==> config.mk <==
export PLATFORM = sky130hd
export DESIGN_NAME = ram_arbiter_n
export DESIGN_NICKNAME = d
export VERILOG_FILES = /design/src/rtl/ram_arb_pkg.sv /design/src/rtl/ram_arbiter_n_pick.sv /design/src/rtl/ram_arbiter_n.sv
export SDC_FILE = /design/constraint.sdc
export NUM_CORES = 1
export LEC_CHECK = 0
export CORE_ASPECT_RATIO = 1.75
export CORE_MARGIN = 2
export CORE_UTILIZATION = 25
export CTS_CLUSTER_SIZE = 30
export DETAILED_ROUTE_END_ITERATION = 12
export GPL_TIMING_DRIVEN = 1
export PLACE_DENSITY_LB_ADDON = 0.08
export SYNTH_ARGS = -nofsm -noshare
export SYNTH_HDL_FRONTEND = slang
export SYNTH_SLANG_ARGS = --single-unit
==> constraint.sdc <==
create_clock -name clk -period 1.9 [get_ports clk]
set_input_delay 0.475 -clock clk [delete_from_list [all_inputs] [get_ports clk]]
set_output_delay 0.475 -clock clk [all_outputs]
set_load 0.02 [all_outputs]
==> src/rtl/ram_arb_pkg.sv <==
// ---------------------------------------------------------------------------
// ram_arb_pkg
// Shared definitions for the N-channel RAM arbiter:
//   - arb_state_t   : arbiter FSM state (ARB_IDLE / ARB_BUSY)
//   - DEF_ADDR_W    : default RAM address width
//   - DEF_DATA_W    : default RAM data width
//   - onehot_to_idx : converts a one-hot vector (up to 8 bits) to its index
// ---------------------------------------------------------------------------
package ram_arb_pkg;

    typedef enum logic {
        ARB_IDLE = 1'b0,
        ARB_BUSY = 1'b1
    } arb_state_t;

    localparam int DEF_ADDR_W = 14;
    localparam int DEF_DATA_W = 10;

    // OR-reduction of the indices of set bits; exact for a one-hot input,
    // 0 for an all-zero input.
    function automatic logic [2:0] onehot_to_idx(input logic [7:0] oh);
        logic [2:0] idx;
        idx = '0;
        for (int i = 0; i < 8; i++) begin
            if (oh[i]) begin
                idx = idx | 3'(i);
            end
        end
        return idx;
    endfunction

endpackage

==> src/rtl/ram_arbiter_n_pick.sv <==
// ---------------------------------------------------------------------------
// arb_pick
// Combinational winner selection for the RAM arbiter. The candidate set
// (i_req & i_mask) is rotated so that channel i_ptr sits at bit 0, the lowest
// set bit is isolated, and the result is rotated back. With i_ptr = 0 this
// is plain fixed priority (lowest index wins).
// Ports:
//   i_req   [N_CH]  current requests
//   i_mask  [N_CH]  channels allowed to compete
//   i_ptr   [PW]    channel with highest priority this cycle (< N_CH)
//   o_grant [N_CH]  one-hot winner (all zero when nobody competes)
//   o_valid         at least one channel competes
// ---------------------------------------------------------------------------
module arb_pick
    import ram_arb_pkg::*;
#(
    parameter int N_CH = 4,
    parameter int PW   = 2
) (
    input  logic [N_CH-1:0] i_req,
    input  logic [N_CH-1:0] i_mask,
    input  logic [PW-1:0]   i_ptr,
    output logic [N_CH-1:0] o_grant,
    output logic            o_valid
);

    logic [N_CH-1:0] w_cand;
    logic [N_CH-1:0] w_rot;
    logic [N_CH-1:0] w_low;

    always_comb begin
        w_cand  = i_req & i_mask;
        w_rot   = '0;
        o_grant = '0;
        // rotate right by i_ptr
        for (int i = 0; i < N_CH; i++) begin
            w_rot[i] = w_cand[(i + int'(i_ptr)) % N_CH];
        end
        // isolate lowest set bit
        w_low = w_rot & (~w_rot + 1'b1);
        // rotate back left by i_ptr
        for (int i = 0; i < N_CH; i++) begin
            o_grant[(i + int'(i_ptr)) % N_CH] = w_low[i];
        end
        o_valid = |w_cand;
    end

endmodule

==> src/rtl/ram_arbiter_n.sv <==
// ---------------------------------------------------------------------------
// ram_arbiter_n
// N-channel arbiter and multiplexer in front of a single-port synchronous
// RAM. Owners hold the RAM for bursts of at most MAX_BURST beats; handovers
// happen on the same edge as the release, so back-to-back requesters see one
// access per cycle. Reads are returned one cycle later, tagged with rvalid.
//
// Build option: define RAM_ARB_ROUND_ROBIN_EN for round-robin arbitration;
// otherwise fixed priority (lowest index wins) and the round-robin pointer
// stays at 0.
//
// Handshake: grant is a registered one-hot owner. An access is performed in
// every cycle where grant[k] & req[k]; the channel then advances its
// addr/wdata/we for the following cycle. Dropping req[k] while granted
// releases ownership at the next edge.
//
// Ports:
//   clk, rst (sync, active-low)
//   req/we [N_CH], addr [N_CH*ADDR_W], wdata [N_CH*DATA_W]  channel side
//   grant/rvalid [N_CH], rdata [DATA_W]                        channel side
//   ram_addr, ram_read, ram_write, ram_wdata, ram_rdata        RAM side
//   D_STATE, D_OWNER, D_BEATS, D_PRIORITY                      debug
// ---------------------------------------------------------------------------
module ram_arbiter_n
    import ram_arb_pkg::*;
#(
    parameter int N_CH      = 4,
    parameter int ADDR_W    = DEF_ADDR_W,
    parameter int DATA_W    = DEF_DATA_W,
    parameter int MAX_BURST = 8
) (
    input  logic                     clk,
    input  logic                     rst,
    input  logic [N_CH-1:0]          req,
    input  logic [N_CH-1:0]          we,
    input  logic [N_CH*ADDR_W-1:0]   addr,
    input  logic [N_CH*DATA_W-1:0]   wdata,
    output logic [N_CH-1:0]          grant,
    output logic [N_CH-1:0]          rvalid,
    output logic [DATA_W-1:0]        rdata,
    output logic [ADDR_W-1:0]        ram_addr,
    output logic                     ram_read,
    output logic                     ram_write,
    output logic [DATA_W-1:0]        ram_wdata,
    input  logic [DATA_W-1:0]        ram_rdata,
    output logic                     D_STATE,
    output logic [2:0]               D_OWNER,
    output logic [7:0]               D_BEATS,
    output logic [2:0]               D_PRIORITY
);

    localparam int              OW        = (N_CH > 1) ? $clog2(N_CH) : 1;
    localparam logic [7:0]      LAST_BEAT = 8'(MAX_BURST - 1);
    localparam logic [N_CH-1:0] ONE_HOT0  = {{(N_CH-1){1'b0}}, 1'b1};

    arb_state_t      r_state,  w_state_nxt;
    logic [OW-1:0]   r_owner,  w_owner_nxt;
    logic [OW-1:0]   r_rr_ptr, w_rr_ptr_nxt;
    logic [N_CH-1:0] r_grant,  w_grant_nxt;
    logic [N_CH-1:0] r_rvalid, w_rvalid_nxt;
    logic [7:0]      r_beats,  w_beats_nxt;

    logic [N_CH-1:0] w_mask;
    logic [N_CH-1:0] w_pick_oh;
    logic            w_pick_valid;
    logic [OW-1:0]   w_pick_idx;
    logic [OW-1:0]   w_ptr;
    logic            w_owner_req;
    logic            w_owner_we;
    logic            w_access;

    assign w_owner_req = req[r_owner];
    assign w_owner_we  = we[r_owner];
    assign w_access    = (r_state == ARB_BUSY) && w_owner_req;

    // Everyone competes at a release edge; an owner that dropped its request
    // is explicitly kept out even though its req bit is already low.
    always_comb begin
        w_mask = '1;
        if (r_state == ARB_BUSY && !w_owner_req) begin
            w_mask[r_owner] = 1'b0;
        end
    end

`ifdef RAM_ARB_ROUND_ROBIN_EN
    assign w_ptr = r_rr_ptr;
`else
    assign w_ptr = '0;
`endif

    arb_pick #(
        .N_CH (N_CH),
        .PW   (OW)
    ) u_pick (
        .i_req   (req),
        .i_mask  (w_mask),
        .i_ptr   (w_ptr),
        .o_grant (w_pick_oh),
        .o_valid (w_pick_valid)
    );

    assign w_pick_idx = OW'(onehot_to_idx(8'(w_pick_oh)));

    // Next-state: hold the owner while it requests and the burst is not
    // exhausted, otherwise hand over in the same edge (or go idle).
    always_comb begin
        w_state_nxt  = r_state;
        w_owner_nxt  = r_owner;
        w_grant_nxt  = r_grant;
        w_beats_nxt  = r_beats;
        w_rr_ptr_nxt = r_rr_ptr;

        if (r_state == ARB_BUSY && w_owner_req && r_beats < LAST_BEAT) begin
            w_beats_nxt = r_beats + 8'd1;
        end else if (w_pick_valid) begin
            w_state_nxt = ARB_BUSY;
            w_owner_nxt = w_pick_idx;
            w_grant_nxt = w_pick_oh;
            w_beats_nxt = 8'd0;
`ifdef RAM_ARB_ROUND_ROBIN_EN
            w_rr_ptr_nxt = (w_pick_idx == OW'(N_CH - 1)) ? '0 : w_pick_idx + 1'b1;
`endif
        end else begin
            w_state_nxt = ARB_IDLE;
            w_grant_nxt = '0;
            w_beats_nxt = 8'd0;
        end

        // rd_pend: a read issued now returns next cycle for this owner
        w_rvalid_nxt = (w_access && !w_owner_we) ? (ONE_HOT0 << r_owner) : '0;
    end

    always_ff @(posedge clk) begin
        if (!rst) begin
            r_state  <= ARB_IDLE;
            r_owner  <= '0;
            r_grant  <= '0;
            r_beats  <= 8'd0;
            r_rr_ptr <= '0;
            r_rvalid <= '0;
        end else begin
            r_state  <= w_state_nxt;
            r_owner  <= w_owner_nxt;
            r_grant  <= w_grant_nxt;
            r_beats  <= w_beats_nxt;
            r_rr_ptr <= w_rr_ptr_nxt;
            r_rvalid <= w_rvalid_nxt;
        end
    end

    // RAM side is driven combinationally from the owner; quiet when no access.
    assign ram_addr  = w_access ? addr[int'(r_owner)*ADDR_W +: ADDR_W]  : '0;
    assign ram_wdata = w_access ? wdata[int'(r_owner)*DATA_W +: DATA_W] : '0;
    assign ram_read  = w_access & ~w_owner_we;
    assign ram_write = w_access &  w_owner_we;

    // Read data is broadcast; rvalid identifies the channel it belongs to.
    assign rdata  = ram_rdata;
    assign grant  = r_grant;
    assign rvalid = r_rvalid;

    assign D_STATE    = (r_state == ARB_BUSY);
    assign D_OWNER    = 3'(r_owner);
    assign D_BEATS    = r_beats;
    assign D_PRIORITY = 3'(r_rr_ptr);

endmodule

---- Word-level counts from Yosys, hierarchy flattened ----
Index checks and enable logic that the tools add are counted.
storage, ports and cells
  register bits after elaboration ......... 19
  bits of input ports ..................... 116
  output and inout bits ................... 59
  word-level logic and storage cells ...... 48
operators by class
  $add $sub $neg .......................... 2
  multiply operators ...................... 2
  magnitude comparators ................... 3
  shifts and indexed selects .............. 3
  multiplexer cells ....................... 14
  bitwise gates (word level) .............. 8
  reduce and logical (&&, ||, !) cells .... 11
operators with widths
  operator               number
  $shiftx A56 B7 Y14     1
  $shiftx A40 B7 Y10     1
  $mux W14               1
  $mul A2 B3 Y5 const B  2
  $mux W10               1
  $add A8 B1 Y8 const B  1
  $and A4 B4 Y4          2
  $lt A8 B3 Y1 const B   1
  $mux W4                2
  $not A4 Y4             2
  $reduce_and A2 Y1      3
  $logic_and A1 B1 Y1    5
  $mux W1                5
  $add A4 B1 Y4 const B  1
  $bmux W1 S2            2
  $mux W2                2
  $reduce_or A4 Y1       1
  $shl A1 B2 Y4 const A  1
  $lt A2 B3 Y1 const B   1
  $and A1 B1 Y1          2
  $demux W1 S2           1
  $ge A2 B1 Y1 const B   1
  $logic_not A1 Y1       2
  $not A1 Y1             2

---- Logic depth before layout (Yosys ltp) ----
  word-level depth ........................ 13
  mapped depth ............................ 6
  gate-level depth less buffers ........... 5

---- Modules after synthesis ----
From an unflattened synthesis, not the netlist that was laid out.
unflattened totals
  cell total of the unflattened synthesis .. 205
  area total of the unflattened synthesis .. 2100.8 µm²
by module, submodules not included
  module         times used  cells each  area an instance (µm²)  seq. area each (µm²)
  ram_arbiter_n  1           147         1665.3                  380.4
  arb_pick       1           58          435.4                   0.0

---- Worst setup path after synthesis ----
Ideal clock, no wire load.
  path type ............................... reg2out
  start ................................... register r_owner[0]
  end ..................................... output port ram_addr[10]
  data arrival time ....................... 1821 ps
  data required time ...................... 1425 ps
  slack ................................... -396 ps
  cell stages (with the launch flop) ...... 5
  path buffers ............................ 2
  cell sequence ........................... dfxtp_1 -> buf_2 -> buf_4 -> mux4_2 -> and3_1
on the way
  word-level cells in the longest chain between the ends .. 4
  elaborated cells on any way between the ends .. 6
  those cells by class .................... mul (1); shift (1); mux (3); reduce/logical (1)
ends and longest elaborated chain
  item                                                                   line                  RTL
  start: declaration                                                     ram_arbiter_n.sv:57   logic [OW-1:0] r_owner, w_owner_nxt;
  start signal: assignment                                               ram_arbiter_n.sv:143  r_owner <= w_owner_nxt;
  parallel branches: the longest is 3 deep, another holds $mul A2 B3 Y5  --
  $mux W14 *                                                             ram_arbiter_n.sv:152  assign ram_addr = w_access ? addr[int'(r_owner)*ADDR_W +: ADDR_W] : '0;
  end: declaration                                                       ram_arbiter_n.sv:41   output logic [ADDR_W-1:0] ram_addr,
Every way passes the cells marked *. The select of a mux whose other input is x is not followed.

---- Worst setup path after layout ----
  start ................................... register r_owner[0]
  end ..................................... output port ram_wdata[1]
on the way
  word-level cells in the longest chain between the ends .. 4
  elaborated cells on any way between the ends .. 6
  those cells by class .................... mul (1); shift (1); mux (3); reduce/logical (1)
ends and longest elaborated chain
  item                                                                   line                  RTL
  parallel branches: the longest is 3 deep, another holds $mul A2 B3 Y5  --
  $mux W10 *                                                             ram_arbiter_n.sv:153  assign ram_wdata = w_access ? wdata[int'(r_owner)*DATA_W +: DATA_W] : '0;
  end: declaration                                                       ram_arbiter_n.sv:44   output logic [DATA_W-1:0] ram_wdata,
Marks and branches as above.

==> qor.yml <==
timing:
  finalCritPeriodShare: 1.19
  fin_ws_ns: -0.367
  clock.fmax_ghz: 0.441
  slew_violations: 0
  setup-violations-final: 26
  fin_crit_ns: 2.27
  rsz0062_at_grt: "true"
  hold_violations: 0
  fin_skew_ns: 0.00287
critical_path:
  start_kind: "register"
  crit_path_end_kind: "primary output"
  reg2reg_slack_ns: 0.03
  worstPathArrival_ns: 1.79
  crit_type: "reg2out"
  crit_required_ns: 1.42
  cp_max_fo: 7
final_layout:
  antenna_cells: 0
  design_area_sq_um: 3670
  post-route-util: 0.598
  nNetsFinal: 426
  seq_area_sq_um: 384
  area_growth_syn_to_layout_pct: 134
  fill_cells: 506
  multi_input_area_sq_um: 1190
  final_layout_size_suffix_gt1_frac: 0.396
power_and_ir_drop:
  p_sw_mw: 0.414
  clockPowerShare: 0.195
  p_per_area_nw_per_um2: 405
  p_total_mw: 1.49
  power.internal_mw: 1.07
  p_leak_nw: 1.44
  swShare: 0.279
  seqPwrFrac: 0.282
  ir_drop_uv: 507
  combPwrFrac: 0.524
clock_network:
  cts_buffers: 3
  insertion_delay_ns: 0.26
  cts-hold-fix-buffers: 0
  clkSlewWorstSetupHoldPaths_ns: 0.07
  cts.sinks: 19
  htree_levels: 1
  cts_tree: "yes"
  root_buffer: "clkbuf_8"
  cts_buffer_depth: 2
drt:
  drtPass1Iterations: 4
  first_iter_violations: 43
  drc: 0
  totalWireLength_mm: 7.13
  detail_route.vias_per_cell: 4.82
  vias: 1869
  ant_nets: 0
  wl_per_cell_microns: 18.4
yosys:
  ys.warnings.count: 0
  ys_seq_area_frac: 0.242
  synth_top_area_cell: "mux4_2"
  syn_area_sq_um: 1570
  ys_seq_elements: 19
  ys_top_cells_by_count: "and3_1 (28), mux4_2 (26), dfxtp_1 (19), buf_4 (15), clkbuf_1 (8)"
  synth-main-ff-cell: "dfxtp_1"
  synth-async-reset-ratio: 0
  synth_most_common_cell: "and3_1"
  syn_inst: 140
  syn_avg_cell_area_sq_um: 11.2
  yosys.area.top_type_share: 0.373
  synth_edf_count: 0
  yosys-top-cells-area: "mux4_2 (37%), dfxtp_1 (24%), and3_1 (11%)"
  ys_types: 31
min_path:
  hp-class: "reg2reg"
grt:
  grt_max_degree: 27
  track_usage: 0.203
  antenna_found_initial: 0
  grt_pass1_vias: 2012
  grt_pass1_wl_mm: 10.8
  grt_overflow: 0
flow_run:
  cap_violations: 0
floorplanning:
  die_w_microns: 63.9
  initial_core_util: 0.256
  pin_count: 175
  rows: 38
  die_h_microns: 109
  die_area_sq_um: 6960
  core_area_sq_um: 6130
place:
  placed_area_sq_um: 3250
  dp_hpwl_mm: 5.47
  io_buffers: 150
  place_congestion: 0.787
  post-place-ws_ns: -0.901
status:
  status: "finished with violations"
  violations: "setup timing"
layout by cell type, fill, tap and decap left out:
cell type	instances
a211o_1	1
a21oi_1	1
a21oi_2	2
and2_4	2
and3_1	4
and3_4	24
buf_12	5
buf_16	4
buf_4	19
buf_6	32
clkbuf_2	1
clkbuf_8	3
clkdlybuf4s15_1	3
clkdlybuf4s50_1	117
clkinv_2	1
conb_1	8
dfxtp_1	18
dfxtp_4	1
dlygate4sd2_1	3
ha_1	1
inv_1	1
mux2i_1	4
mux4_2	26
nand2_1	7
nand3_1	3
nand3b_1	1
nand4b_1	1
nor2_1	1
nor2b_1	1
nor2b_4	1
nor3_1	1
nor3b_1	2
nor4_1	3
nor4b_1	1
o211ai_1	1
o221a_1	1
o22ai_2	1
xnor2_1	1
xor2_1	1
registers in the layout, summed over array words and instances, names as in the netlist:
register and cells:
r_owner 2, rvalid 4, D_BEATS 8, grant 4, D_STATE 1
metrics by stage:
step | setup TNS (ns) | instances | hold WS [ns]
after floorplan | 0 | 147 | 0.536
after global placement | -27.20 | 374 | 0.454
after detailed placement | -27.42 | 374 | 0.457
after CTS | -9.72 | 388 | 0.474
after global routing | -10.17 | 388 | 0.496
final | -9.27 | 388 | 0.470
critical path, stage by stage, from the launching register on:
cell	delay (ns)
dfxtp_4	0.37
mux4_2	0.56
buf_12	0.17
buf_12	0.13
and3_4	0.17
buf_6	0.12
worst paths after layout:
path / start / end / cells after the start
worst max-delay path: r_owner[0] / ram_wdata[1] / 5
worst min-delay path: grant[0] / grant[0] / 2
worst max register to register: r_owner[0] / grant[2] / 7
worst min register to register: grant[0] / grant[0] / 2
metal layers:
layer	vias to the layer above	routed length (microns)	part of all wire	GRT usage
li1	865	-	-	-
met1	881	2450	0.34	0.204
met2	114	3870	0.54	0.391
met3	9	676	0.095	0.0640
met4	0	136	0.019	0.0606
met5	-	0	0	0
power groups by stage:
stage	combinational, mW	clock, mW	sequential [mW]
floorplan	0.282	0	0.443
global route	0.820	0.313	0.420
finish	0.778	0.289	0.419
CTS	0.757	0.303	0.419
detailed placement	0.635	0	0.430
global placement	0.631	0	0.430
cells by family after synthesis:
family | count (synthesis) | share of synthesized area
compound gates | 7 | 0.0311
xor+xnor | 2 | 0.0111
other cells | 1 | 0.00239
flops | 19 | 0.242
simple gates | 52 | 0.198
fa+ha+maj | 1 | 0.00796
buf+inv | 28 | 0.109
mux | 30 | 0.398
what timing repair did:
item                       CTS  global route
gates resized for setup    183            26
cloned                       4             0
setup endpoints to repair   38            32
buffers inserted             6             1
pin swaps                    4             3
layout make-up:
class,instances,area share
Tap cell,80,0.0273
Inverter,1,0.00102
Timing Repair Buffer,184,0.530
Multi-Input combinational cell,100,0.324
Clock inverter,1,0.00136
Sequential cell,19,0.105
Clock buffer,3,0.0113
(Power assumes the default switching activity.)
